[config.mk]
export PLATFORM = sky130hd
export DESIGN_NAME = dctq_transpose_ctrl
export DESIGN_NICKNAME = d
export VERILOG_FILES = /design/src/rtl/dctq_pkg.sv /design/src/rtl/dctq_valid_pipe.sv /design/src/rtl/dctq_transpose_ctrl.sv
export SDC_FILE = /design/constraint.sdc
export NUM_CORES = 1
export LEC_CHECK = 0
export BUFFER_PORTS_ARGS = -buffer_cell sky130_fd_sc_hd__buf_2
export CORE_ASPECT_RATIO = 1.5
export CORE_UTILIZATION = 38
export DETAILED_ROUTE_END_ITERATION = 12
export HOLD_SLACK_MARGIN = 0.08
export PLACE_DENSITY_LB_ADDON = 0.15
export SETUP_SLACK_MARGIN = 0.4
export SYNTH_ARGS = -nofsm -noshare
export SYNTH_HDL_FRONTEND = slang
export SYNTH_SLANG_ARGS = --single-unit
export TNS_END_PERCENT = 100
[constraint.sdc]
create_clock -name clk -period 2.9 [get_ports clk]
set_input_delay 0.58 -clock clk [delete_from_list [all_inputs] [get_ports clk]]
set_output_delay 0.58 -clock clk [all_outputs]
set_load 0.05 [all_outputs]
[src/rtl/dctq_pkg.sv]
// ---------------------------------------------------------------------------
// dctq_pkg
// Shared constants and state encodings for the DCTQ transpose sequencer.
//   BLK_DIM  : rows (and columns) per 8x8 block
//   ADDR_W   : row/column address width into the transpose buffer
//   WORD_W   : buffer word width (one row or one column of 8 bytes)
//   RD_LAT   : clocks from read address to valid column word on buffer 'do'
//   BE_ALL   : byte-enable pattern for a full-word row write
//   LAST_IDX : address of the final row/column in a block
// ---------------------------------------------------------------------------
package dctq_pkg;

  localparam int BLK_DIM = 8;
  localparam int ADDR_W  = 3;
  localparam int WORD_W  = 64;
  localparam int RD_LAT  = 2;

  localparam logic [WORD_W/8-1:0] BE_ALL   = 8'hFF;
  localparam logic [ADDR_W-1:0]   LAST_IDX = ADDR_W'(BLK_DIM - 1);

  // Writer: filling a bank from the row stage, or holding a full bank
  // until the reader releases the other one.
  typedef enum logic {
    W_FILL = 1'b0,
    W_HOLD = 1'b1
  } wr_state_t;

  // Reader: idle, or streaming the eight columns of the filled bank.
  typedef enum logic {
    R_IDLE = 1'b0,
    R_BUSY = 1'b1
  } rd_state_t;

endpackage

[src/rtl/dctq_valid_pipe.sv]
// ---------------------------------------------------------------------------
// dctq_valid_pipe
// Fixed-depth shift pipe that carries read-issue tags alongside the
// transpose buffer's read latency, so the tag emerges with the data word.
// Ports:
//   clk     : system clock
//   reset_n : asynchronous active-low clear of every stage
//   i_d     : tag entering the pipe this cycle
//   o_q     : tag delayed by DEPTH clocks
// ---------------------------------------------------------------------------
module dctq_valid_pipe #(
  parameter int DEPTH = 2,
  parameter int WIDTH = 5
) (
  input  logic             clk,
  input  logic             reset_n,
  input  logic [WIDTH-1:0] i_d,
  output logic [WIDTH-1:0] o_q
);

  logic [WIDTH-1:0] r_stage [DEPTH];

  // Plain shift register; a reset drops every in-flight tag so no stale
  // column is ever reported after an abort.
  always_ff @(posedge clk or negedge reset_n) begin
    if (!reset_n) begin
      for (int i = 0; i < DEPTH; i++) begin
        r_stage[i] <= '0;
      end
    end else begin
      r_stage[0] <= i_d;
      for (int i = 1; i < DEPTH; i++) begin
        r_stage[i] <= r_stage[i-1];
      end
    end
  end

  assign o_q = r_stage[DEPTH-1];

endmodule

[src/rtl/dctq_transpose_ctrl.sv]
// ---------------------------------------------------------------------------
// dctq_transpose_ctrl
// Ping-pong sequencer for the 8x64-bit dual-bank transpose buffer between
// the row-DCT and column-DCT stages. One bank is filled row-wise from the
// row stage while the other is read column-wise to the column stage; the
// banks swap at block boundaries.
// Ports:
//   clk, reset_n : clock, asynchronous active-low reset
//   in_valid     : row stage presents a row word on the buffer di bus
//   in_ready     : row word is accepted this cycle
//   rnw          : bank select (1 = bank1 written / bank2 read)
//   wa, be       : write row address and byte enables
//   din_valid    : write strobe (in_valid & in_ready)
//   ra           : read column address
//   col_valid    : buffer do holds a valid column word
//   col_idx      : column index of that word
//   blk_last     : marks column 7 of a block
//   err          : sticky row-stage overrun flag
// Build option:
//   DCTQ_TRANSPOSE_ERR_EN : when defined, err latches on in_valid while
//                           in_ready is low; otherwise err is tied low.
// ---------------------------------------------------------------------------
module dctq_transpose_ctrl
  import dctq_pkg::*;
(
  input  logic                  clk,
  input  logic                  reset_n,
  input  logic                  in_valid,
  output logic                  in_ready,
  output logic                  rnw,
  output logic [ADDR_W-1:0]     wa,
  output logic [WORD_W/8-1:0]   be,
  output logic                  din_valid,
  output logic [ADDR_W-1:0]     ra,
  output logic                  col_valid,
  output logic [ADDR_W-1:0]     col_idx,
  output logic                  blk_last,
  output logic                  err
);

  localparam int TAG_W = ADDR_W + 2;

  wr_state_t         r_wr_state;
  rd_state_t         r_rd_state;
  logic [ADDR_W-1:0] r_wr_ptr;
  logic [ADDR_W-1:0] r_rd_ptr;
  logic              r_in_ready;
  logic              r_rnw;

  logic              w_accept;
  logic              w_rd_issue;
  logic              w_rd_last;
  logic              w_rd_free;
  logic              w_swap;
  logic [TAG_W-1:0]  w_tag_d;
  logic [TAG_W-1:0]  w_tag_q;

  // The reader is free for a new block either when idle or on the very
  // cycle it issues the last column, which is what lets back-to-back
  // blocks stream without a bubble.
  assign w_accept   = in_valid & r_in_ready;
  assign w_rd_issue = (r_rd_state == R_BUSY);
  assign w_rd_last  = w_rd_issue && (r_rd_ptr == LAST_IDX);
  assign w_rd_free  = (r_rd_state == R_IDLE) || w_rd_last;
  assign w_swap     = ((r_wr_state == W_FILL) && w_accept && (r_wr_ptr == LAST_IDX) && w_rd_free)
                   || ((r_wr_state == W_HOLD) && w_rd_last);

  // Writer FSM. in_ready is a register so it stays low through reset and
  // the first edge after release. The pointer wraps to 0 after row 7, so
  // it already holds 0 while waiting in W_HOLD and after a swap.
  always_ff @(posedge clk or negedge reset_n) begin
    if (!reset_n) begin
      r_wr_state <= W_FILL;
      r_wr_ptr   <= '0;
      r_in_ready <= 1'b0;
      r_rnw      <= 1'b1;
    end else begin
      case (r_wr_state)
        W_FILL: begin
          r_in_ready <= 1'b1;
          if (w_accept) begin
            r_wr_ptr <= r_wr_ptr + 1'b1;
            if (r_wr_ptr == LAST_IDX) begin
              if (w_rd_free) begin
                r_rnw <= ~r_rnw;
              end else begin
                r_wr_state <= W_HOLD;
                r_in_ready <= 1'b0;
              end
            end
          end
        end
        W_HOLD: begin
          if (w_rd_last) begin
            r_rnw      <= ~r_rnw;
            r_wr_state <= W_FILL;
            r_in_ready <= 1'b1;
          end
        end
      endcase
    end
  end

  // Reader FSM: one column per clock with no stall. Its pointer also wraps
  // to 0 after column 7, which is the start column of any block that swaps
  // in on that same edge.
  always_ff @(posedge clk or negedge reset_n) begin
    if (!reset_n) begin
      r_rd_state <= R_IDLE;
      r_rd_ptr   <= '0;
    end else begin
      case (r_rd_state)
        R_IDLE: begin
          r_rd_ptr <= '0;
          if (w_swap) begin
            r_rd_state <= R_BUSY;
          end
        end
        R_BUSY: begin
          r_rd_ptr <= r_rd_ptr + 1'b1;
          if (w_rd_last && !w_swap) begin
            r_rd_state <= R_IDLE;
          end
        end
      endcase
    end
  end

  // Tag each issued read so it lines up with the buffer output word.
  assign w_tag_d = {w_rd_issue, r_rd_ptr, w_rd_last};

  dctq_valid_pipe #(
    .DEPTH (RD_LAT),
    .WIDTH (TAG_W)
  ) u_valid_pipe (
    .clk     (clk),
    .reset_n (reset_n),
    .i_d     (w_tag_d),
    .o_q     (w_tag_q)
  );

  assign {col_valid, col_idx, blk_last} = w_tag_q;

  assign in_ready  = r_in_ready;
  assign rnw       = r_rnw;
  assign wa        = r_wr_ptr;
  assign ra        = r_rd_ptr;
  assign din_valid = w_accept;
  assign be        = w_accept ? BE_ALL : '0;

`ifdef DCTQ_TRANSPOSE_ERR_EN
  logic r_err;

  // Overrun detector: any row offered while the controller is not ready
  // (including the release cycle after reset) latches until the next reset.
  always_ff @(posedge clk or negedge reset_n) begin
    if (!reset_n) begin
      r_err <= 1'b0;
    end else if (in_valid && !r_in_ready) begin
      r_err <= 1'b1;
    end
  end

  assign err = r_err;
`else
  assign err = 1'b0;
`endif

endmodule
Word-level counts from Yosys, hierarchy flattened

Index checks and enable logic that the tools add are counted.

Bits in registers: 20
Bits of input ports: 3
Output and inout bits: 23
Logic and storage cells: 51

Add/sub/neg operators: 2
Equal/unequal tests: 6
Muxes and demuxes: 20
Bitwise operators: 4
Reductions and logical operators: 11

Operators by type and width:

| operator                                                                 | number |
|---|---|
| 1-bit two-way mux                                                        | 14 |
| 8-bit two-way mux                                                        | 1 |
| 1-bit case mux with 2 select lines                                       | 4 |
| 3-bit by 1-bit adder with 3-bit output (second input constant)           | 2 |
| 3-bit equality test (second input constant)                              | 2 |
| 1-bit logical AND                                                        | 6 |
| 3-bit case mux with 2 select lines                                       | 1 |
| 2-bit by 1-bit inequality test with 1-bit output (second input constant) | 2 |
| 2-bit inequality test (second input constant)                            | 2 |
| 4-bit AND reduction                                                      | 1 |
| 1-bit NOT                                                                | 3 |
| 1-bit logical OR                                                         | 2 |
| 2-bit AND reduction                                                      | 1 |
| 1-bit bitwise AND                                                        | 1 |
| 1-bit zero test                                                          | 1 |

Logic depth before layout (Yosys ltp)

Word-level depth: 9
Mapped depth: 5
Gate-level depth less buffers: 5

Hierarchy

Synthesis repeated with hierarchy kept, for this count alone.

Cells, all modules: 61
Area total of the unflattened synthesis: 832.0 µm²

By module, submodules not included:

| module              | times used | cells an instance | area each (µm²) | sequential area each (µm²) |
|---|---|---|---|---|
| dctq_transpose_ctrl | 1          | 46                | 544.3           | 251.5 |
| dctq_valid_pipe     | 1          | 15                | 287.8           | 250.2 |

Least setup slack after synthesis

Ideal clock, no wire load.

Kind: register to output
Start: reg r_in_ready, in the netlist in_ready
End: out be[0]
Data arrival time: 1,260 ps
Required time: 2,320 ps
Path slack: 1,060 ps
Cell stages (with the launch flop): 3
Buffers on the path: 1
Cell sequence: dfrtp_1 > and2_4 > buf_4

Word-level cells in the longest chain between the ends: 2

RTL lines:

| element                  | line                       | RTL |
|---|---|---|
| start: declaration       | dctq_transpose_ctrl.sv:47  | `logic r_in_ready;` |
| start signal: assignment | dctq_transpose_ctrl.sv:75  | `r_in_ready <= 1'b0;` |
| start signal: assignment | dctq_transpose_ctrl.sv:80  | `r_in_ready <= 1'b1;` |
| start signal: assignment | dctq_transpose_ctrl.sv:88  | `r_in_ready <= 1'b0;` |
| 1-bit bitwise AND        | dctq_transpose_ctrl.sv:61  | `assign w_accept = in_valid & r_in_ready;` |
| net din_valid            | dctq_transpose_ctrl.sv:33  | `output logic din_valid,` |
| 8-bit two-way mux        | dctq_transpose_ctrl.sv:149 | `assign be = w_accept ? BE_ALL : '0;` |
| end: declaration         | dctq_transpose_ctrl.sv:32  | `output logic [WORD_W/8-1:0] be,` |

The timed path passes the listed nets, and every way through them passes these cells.

Final worst setup path

Start: reg r_in_ready, in the netlist in_ready
End: out be[0]

Word-level cells in the longest chain between the ends: 2

RTL lines:

| element           | line |
|---|---|
| 1-bit bitwise AND | dctq_transpose_ctrl.sv:61 |
| 8-bit two-way mux | dctq_transpose_ctrl.sv:149 |

No other way between the ends.

==> impl_metrics.toml <==
[setup_path]
startpoint = "in_ready$_DFFE_PN0P_"
reg2reg_to = "in_ready$_DFFE_PN0P_"
rr_startpoint = "ra[0]$_DFF_PN0_"
startpoint_type = "flip-flop"
crit_path_max_fanout = 11
crit_arrival_ps = 1150
cp-end-kind = "primary output"
required_ps = 2320
rr_worst_depth = 5
reg2reg_setup_slack_ps = 1590
critPathKind = "flip-flop to primary output"

[final_layout]
drive_above_1_share = 0.459
insertedDiodeCount = 0
final_common_cell = "buf_2"
stdcell_count = 96
synthToLayoutAreaGrowth_pct = 11.7
final_cell_mix = "buf_2, dfrtp_1, ha_1, and2_1, clkbuf_4"
nets = 82

[routing]
ant_nets = 0
avgViaCountPerCell = 4.59
drtIter0Drc = 6
drt-total-wl_um = 1020
drcViolationCount = 0
wl_per_cell_um = 10.7
vias = 441
drtPass1Iterations = 4

[cts]
path_clk_slew_ps = 100
h-tree-depth = 1
cts_resized = 0
insertion_delay_ps = 290
postCtsSetupBuffers = 0
clock-sinks = 20
root_buffer = "clkbuf_4"
postCtsHoldBufs = 0
clockBufferDepth = 2
cts_tree = "done"
cts_buffers = 3

[placed_design]
dp_slack_ps = 1200
placed_cells = 92
dpl.hpwl_um = 795
gp_congestion = 0.660
numPortBuffers = 24

[grt]
grt_pass1_vias = 395
grt_use_total = 0.111
grt_pass1_wl_um = 1730
grt_overflow = 0
antenna_found_initial = 0
grt_max_degree = 21

[yosys]
ys_types = 20
synth_compound_area_frac = 0.0359
async_flop_share = 1.00
synth-simple-area-share = 0.0937
ys_ff_latch = 20
synth_edf_count = 0
yosysWarnings = 0
ys.flop_type = "dfrtp_1"
syn_nets = 65
netlist_instances = 58
synth_xor_area_frac = 0.0219
syn_avg_cell_area_um2 = 13.8
syn-cell-area_um2 = 801
synthMuxAreaShare = 0.0375
synth_largest_area_cell = "dfrtp_1"
synth_top_family_by_area = "buffers and inverters"
ys_seq_area_frac = 0.627
synth-adder-area-share = 0.0625
synthTopCellsByArea = "dfrtp_1, buf_4, ha_1, mux2_4, dfstp_2"
yosysTopAreaCellShare = 0.594

[timing]
hold_viol = 0
setup_viol = 0
drv_slew = 0
period_share = 0.597
fmax_mhz = 577
skew_ps = 1.98
setup_tns_ps = 0
setup_ws_ps = 1170
grt_setup_unrepaired = "no"
post-route-min-period_ps = 1730

[floorplanning]
io_pins = 26
fp.coreArea_um2 = 2000
dieArea_um2 = 2300
die_y_um = 58.2
num_rows = 20
start_util = 0.400
dieWidth_um = 39.5

[status]
run_status = "complete, no violations"

[worst_hold_path]
hp-class = "input pin to asynchronous set/reset pin"

[flow_run]
drv_cap = 0
-- worst max-delay path, cell delays in order, from the launching register on --
cell     delay (ps)
dfrtp_1         400
and2_4          200
buf_2           270
-- sequential cells by signal (all words and copies together) (netlist names) --
register and count:
in_ready 1, wa 3, rnw 1, ra 3, r_wr_state 1, u_valid_pipe.r_stage 5
u_valid_pipe.o_q 5, r_rd_state 1
-- per-layer routing --
layer / part of all wire / vias up / track usage
met3: 0.072 / 2 / 0.0230
met2: 0.52 / 20 / 0.180
met5: 0 / - / 0
met4: 0.0098 / 0 / 0.0739
met1: 0.39 / 212 / 0.122
li1: - / 207 / -
-- cell type report --
class | instances | area, um2
fillers | 212 | 1110
flip-flops and latches | 20 | 502
multi-input cells | 25 | 205
repair buffers | 24 | 120
clock buffers | 4 | 36.3
well taps | 22 | 27.5
inverters | 1 | 3.75
-- worst max path at each step --
stage	end	slack, ps	cells after the start
final	be[0]	1170	2
after CTS	be[1]	1150	2
after detailed placement	be[1]	1200	3
after floorplan	be[0]	1060	2
after global placement	be[5]	1210	3
after global routing	din_valid	1100	2
-- logic make-up after synthesis --
| family | count (synthesis) |
|---|---|
| buffers and inverters | 13 |
| AOI/OAI and AO/OA | 4 |
| xor gates and xnor gates | 2 |
| DFF | 20 |
| and+or+nand+nor | 12 |
| adders and majority gates | 4 |
| muxes | 2 |
| other | 1 |
-- synth_stat cells, drive strengths merged, types with 2 or more instances --
cell type  count
xor2           2
and2           4
mux2           2
dfrtp         19
buf           12
ha             4
nand2          2
nor2           2
-- metrics by stage --
| step | util | hold slack, ps | instance area [um2] |
|---|---|---|---|
| 2_1_floorplan | - | 284 | 801 |
| 6_report | 0.447 | 210 | 895 |
| 3_5_place_dp | 0.429 | 336 | 858 |
| 5_1_grt | 0.447 | 225 | 895 |
| 3_3_place_gp | 0.429 | 333 | 858 |
| 4_1_cts | 0.447 | 213 | 895 |
Power is left out: the tool's default activity adds up to more than one toggle a clock period on the data nets, which glitch-free logic cannot reach.
